===== config.mk =====
export PLATFORM = sky130hd
export DESIGN_NAME = barrel_shifter_pipe
export DESIGN_NICKNAME = d
export VERILOG_FILES = /design/src/rtl/barrel_shifter_pipe.sv
export SDC_FILE = /design/constraint.sdc
export NUM_CORES = 1
export LEC_CHECK = 0
export ABC_AREA = 1
export CORE_MARGIN = 2
export CORE_UTILIZATION = 56
export CTS_CLUSTER_DIAMETER = 80
export DETAILED_ROUTE_END_ITERATION = 6
export PLACE_DENSITY = 0.79
export SYNTH_ARGS = -nofsm -noshare
export SYNTH_HDL_FRONTEND = slang
export SYNTH_SLANG_ARGS = --single-unit
export TNS_END_PERCENT = 10

===== constraint.sdc =====
create_clock -name clk -period 1.3 [get_ports clk]
set_input_delay 0.13 -clock clk [delete_from_list [all_inputs] [get_ports clk]]
set_output_delay 0.13 -clock clk [all_outputs]
set_load 0.02 [all_outputs]

===== src/rtl/barrel_shifter_pipe.sv =====
// Pipelined barrel shifter/rotator with a valid/ready stream interface and a global stall.
// Define BSH_FLAGS_EN to add the out_zero/out_carry result flags and their pipeline registers.
module barrel_shifter_pipe #(
  parameter  int unsigned WIDTH = 8,
  localparam int unsigned SHW   = $clog2(WIDTH)
) (
  input  logic             clk,
  input  logic             rst_n,
  input  logic [WIDTH-1:0] in,
  input  logic [SHW-1:0]   select_line,
  input  logic             left_rot,
  input  logic [1:0]       mode,
  input  logic             in_valid,
  output logic             in_ready,
  output logic [WIDTH-1:0] out,
  output logic             out_valid,
  input  logic             out_ready
`ifdef BSH_FLAGS_EN
 ,output logic             out_zero,
  output logic             out_carry
`endif
);

  localparam logic [1:0] MODE_ROT = 2'b00;
  localparam logic [1:0] MODE_ASR = 2'b10;

  // Stage 0 captures the raw operand; stage k+1 applies the 2^k step of stage k.
  logic [WIDTH-1:0] data_q [SHW+1];
  logic [SHW:0]     valid_q;
  logic [SHW-1:0]   amt_q  [SHW];
  logic [1:0]       mode_q [SHW];
  logic [SHW-1:0]   left_q;
  logic [SHW-1:0]   sign_q;
  logic             advance;

  assign advance   = ~valid_q[SHW] | out_ready;
  assign in_ready  = advance;
  assign out       = data_q[SHW];
  assign out_valid = valid_q[SHW];

  always_ff @(posedge clk or negedge rst_n) begin
    if (!rst_n) begin
      valid_q[0] <= 1'b0;
      data_q[0]  <= '0;
      amt_q[0]   <= '0;
      mode_q[0]  <= '0;
      left_q[0]  <= 1'b0;
      sign_q[0]  <= 1'b0;
    end else if (advance) begin
      valid_q[0] <= in_valid;
      data_q[0]  <= in;
      amt_q[0]   <= select_line;
      mode_q[0]  <= mode;
      left_q[0]  <= left_rot;
      sign_q[0]  <= in[WIDTH-1];
    end
  end

`ifdef BSH_FLAGS_EN
  // Last bit shifted out, taken from the untouched operand; 0 - amt wraps to WIDTH - amt.
  logic [SHW-1:0] carry_idx;
  logic           carry_d;
  logic [SHW-1:0] carry_q;
  logic           zero_q;

  always_comb begin
    carry_idx = left_q[0] ? (SHW'(0) - amt_q[0]) : (amt_q[0] - SHW'(1));
    carry_d   = (amt_q[0] != '0) & data_q[0][carry_idx];
  end

  assign out_zero  = zero_q;
  assign out_carry = carry_q[SHW-1];
`endif

  for (genvar k = 0; k < SHW; k++) begin : g_stage
    localparam int unsigned S = 2 ** k;
    logic [WIDTH-1:0] sh;

    // Arithmetic fill uses the original sign, so stacking steps stays exact.
    always_comb begin
      sh = data_q[k];
      if (amt_q[k][k]) begin
        if (mode_q[k] == MODE_ROT) begin
          sh = left_q[k] ? ((data_q[k] << S) | (data_q[k] >> (WIDTH - S)))
                         : ((data_q[k] >> S) | (data_q[k] << (WIDTH - S)));
        end else if (left_q[k]) begin
          sh = data_q[k] << S;
        end else if (mode_q[k] == MODE_ASR) begin
          sh = (data_q[k] >> S) | ({WIDTH{sign_q[k]}} << (WIDTH - S));
        end else begin
          sh = data_q[k] >> S;
        end
      end
    end

    always_ff @(posedge clk or negedge rst_n) begin
      if (!rst_n) begin
        valid_q[k+1] <= 1'b0;
        data_q[k+1]  <= '0;
      end else if (advance) begin
        valid_q[k+1] <= valid_q[k];
        data_q[k+1]  <= sh;
      end
    end

    if (k + 1 < SHW) begin : g_ctl
      always_ff @(posedge clk or negedge rst_n) begin
        if (!rst_n) begin
          amt_q[k+1]  <= '0;
          mode_q[k+1] <= '0;
          left_q[k+1] <= 1'b0;
          sign_q[k+1] <= 1'b0;
        end else if (advance) begin
          amt_q[k+1]  <= amt_q[k];
          mode_q[k+1] <= mode_q[k];
          left_q[k+1] <= left_q[k];
          sign_q[k+1] <= sign_q[k];
        end
      end
    end

`ifdef BSH_FLAGS_EN
    always_ff @(posedge clk or negedge rst_n) begin
      if (!rst_n) begin
        carry_q[k] <= 1'b0;
      end else if (advance) begin
        carry_q[k] <= (k == 0) ? carry_d : carry_q[(k == 0) ? 0 : k - 1];
      end
    end

    if (k == SHW - 1) begin : g_zero
      always_ff @(posedge clk or negedge rst_n) begin
        if (!rst_n) begin
          zero_q <= 1'b0;
        end else if (advance) begin
          zero_q <= (sh == '0);
        end
      end
    end
`endif
  end

endmodule


==> implementation parameters <==
Parameter                              Value

Clock tree
  Clock transition at the registers of the reported paths    0.09 ns
  Maximum count of clock buffers along a single path    2
  Latest clock arrival within the worst-skew pair    0.30 ns
  TritonCTS Buffers    5
  Post-CTS setup buffer count    0
  H-tree levels    2
  Master cell of the clock root buffer    clkbuf_8
  TritonCTS clock tree    built
  Clk sink count    53

Power
  Cell leakage power    1.55 nW
  Total power of the final layout    6.84 mW
  Cell area power density    2290 nW/um^2
  Worst-case vdd ir drop    1000 uV

Global route
  GRT Residual Overflow    0
  Met2 track demand over resource    40.6%
  Via count of the first global-routing pass    2143
  Pin count of the biggest net entering global routing    28
  Met3 Use GR    4.58%
  GRT Resource Usage Total    between 20 and 25%
  Wire length of the first global-routing pass    9.09 mm
  Most Crowded Layer GR    met2
  Met1 GRT Util    26.2%
  Initial antenna violation count    0

Layout
  Non-filler instance count after layout    415
  Most frequent standard cell in the layout excluding fill and tap cells    nand2_1
  Number of nets in the final layout    381
  Fraction of final layout cells sized beyond drive strength 1    7.99%
  Finished Cell Area    approximately 3000 sq um
  Area Growth Syn to Fin    15.1%
  Most used cells in the layout excluding fill and tap cells    121 x nand2_1, 53 x dfrtp_1, 34 x inv_1
  Final core utilization    around two thirds
  Number of diodes    0

Route
  DRC violation count after routing    0
  Detailed-router iteration count before antenna repair    4
  Average vias per placed instance    5.16
  DRC marker count from the first detailed-route iteration    75
  Via count    2141
  WL/cell    11.8 um
  Total routed wirelength    between 4 and 5 mm
  Antenna viol nets, final    0

Synth
  Portion of netlist area occupied by mux cells    0%
  Fraction of the yosys area taken by sequential cells    51.1%
  Adder and majority gate portion of the synthesized area    0%
  Area fraction in and, or, nand and nor cells after synthesis    25.5%
  Total of flip-flops plus latches after synthesis    53
  Unique masters post-synth    18
  Synthesized-area fraction occupied by xor and xnor cells    0%
  Total nets after synthesis    approximately 360
  Warnings, synthesis    0
  Instance count of the mapped netlist    339
  Cell area after synthesis    2590 sq um
  Synthesized area per cell    7.65 sq um
  Main combinational cell family by area after synthesis    simple AND/OR/NAND/NOR gates
  Area fraction in compound gates after synthesis    11.4%

Timing
  RSZ-0062 raised after global routing    no
  Worst-case clock skew    0.00802 ns
  Post-layout minimum cycle time    1.24 ns
  Transition time at the pin with the least slew margin    0.479 ns
  Final period utilization    a little over nine tenths
  Max-slew headroom    68.1%
  Hold Fails Final Rpt    0
  Max Clk Rate    0.805 GHz
  Final setup violation count    0
  Slew Viols, Final    0

Setup path
  Maximum fanout encountered on the critical timing path    2
  Slowest stage cell, crit path    dfrtp_1
  Register-to-register path setup slack    about 0.13 ns
  Crit path arrival time    ~1.1 ns
  Category of the critical setup timing path    flop to primary output
  Critical register-to-register path startpoint    out_valid
  Ordered cell list for the critical path    nand2_2, dlygate4sd2_1
  Endpoint required time on the critical path    between 1 and 1.5 ns
  Worst reg2reg path depth    7
  Critical path launch point type    flop
  Worst path max stage delay    0.40 ns
  Worst Setup End Kind    primary output
  Destination of the worst register-to-register timing path    data_q[23]

Placement
  Placed wire-length estimate    around 3.7 mm
  Global placement routability congestion    0.864
  Area post-placement    2890 sq um
  Placed cells    ~410
  PortBufs    27

Floorplanning
  Overall die height    72.1 um
  Row count    24
  Core area    4410 sq um
  Initial standard-cell utilization of the core    58.8%
  Die extent in x    72.1 um
  Die Outline Area    5190 sq um
  Ports    28

Outcome
  Status    complete, no violations

Min path
  Type of the worst min-delay path    input port to asynchronous set/reset pin

Job
  Number of max-cap violations    0
==> cells by family after synthesis <==
logic type,Yosys count
simple gates,169
buf+inv,62
compound gates,55
flops,53
==> timing repair <==
action | in CTS | in global routing
gates resized for setup | 10 | 2
hold endpoints to repair | 19 | 0
endpoints found under the setup margin | 10 | 3
hold buffers | 1 | 0
==> cell usage after synthesis <==
library cell,instances,share of area [%]
clkbuf_1,2,0.29
inv_2,4,0.58
dfrtp_1,53,51
a21oi_2,2,0.68
nand2_1,121,18
nand2_2,1,0.24
buf_2,6,1.2
nand3_1,18,3.5
inv_1,34,4.9
o21ai_1,6,1.2
buf_6,3,1.3
a31oi_1,9,2.2
nand4_1,1,0.24
o22ai_1,1,0.24
a21oi_1,16,3.1
buf_4,13,3.8
o21ai_0,21,4.1
nor2_1,28,4.1
==> per-stage QoR <==
stage | setup slack [ns] | hold WS [ns] | TNS, ns
detailed placement | -0.123 | 0.118 | -2.68
CTS | 0.0652 | 0.330 | 0
finish | 0.0585 | 0.303 | 0
global route | 0.0143 | 0.354 | 0
floorplan | 0.180 | -0.166 | 0
global placement | -0.105 | 0.114 | -1.69
==> metal layers <==
layer | part of all wire, % | vias to the layer above
met2 | 52 | 52
met4 | 0.96 | 0
met5 | 0 | -
met1 | 44 | 987
met3 | 3.7 | 7
li1 | - | 1095
==> report_power, final <==
group	total, mW	internal, mW	leakage, nW	switching, mW
Clock	0.928	0.421	0.0433	0.507
Combinational	2.99	1.17	0.875	1.83
Sequential	2.91	2.38	0.634	0.535
Total	6.84	3.97	1.55	2.87
==> worst max-delay path by stage <==
stage	to	cells past startpoint	start
finish	in_ready	2	out_valid
global route	data_q[14]	6	left_q[1]
CTS	in_ready	2	out_valid
detailed placement	data_q[16]	9	out_ready
global placement	in_ready	4	out_ready
floorplan	data_q[24]	5	out_valid
==> worst max-delay path, delay by kind of cell, from the launching register on <==
family	cells	cell delay, ns
DFF	1	0.40
buffers and inverters	1	0.33
and+or+nand+nor	1	0.08
==> final cells by class <==
class / count / area [sq um]
multi-input cells: 224 / 961
clock buffers: 6 / 82.6
flip-flops and latches: 53 / 1330
repair buffers: 41 / 402
inverters: 38 / 143
fillers: 355 / 1430
clock inverters: 1 / 7.51
well taps: 52 / 65.1
==> flip-flops by register name, summed over array words and instances, names as in the netlist <==
| name | count |
|---|---|
| data_q | 24 |
| out | 8 |
| amt_q | 6 |
| mode_q | 6 |
| left_q | 3 |
| valid_q | 3 |
| sign_q | 2 |
| out_valid | 1 |
No activity file was read; power rests on OpenSTA's default activity.
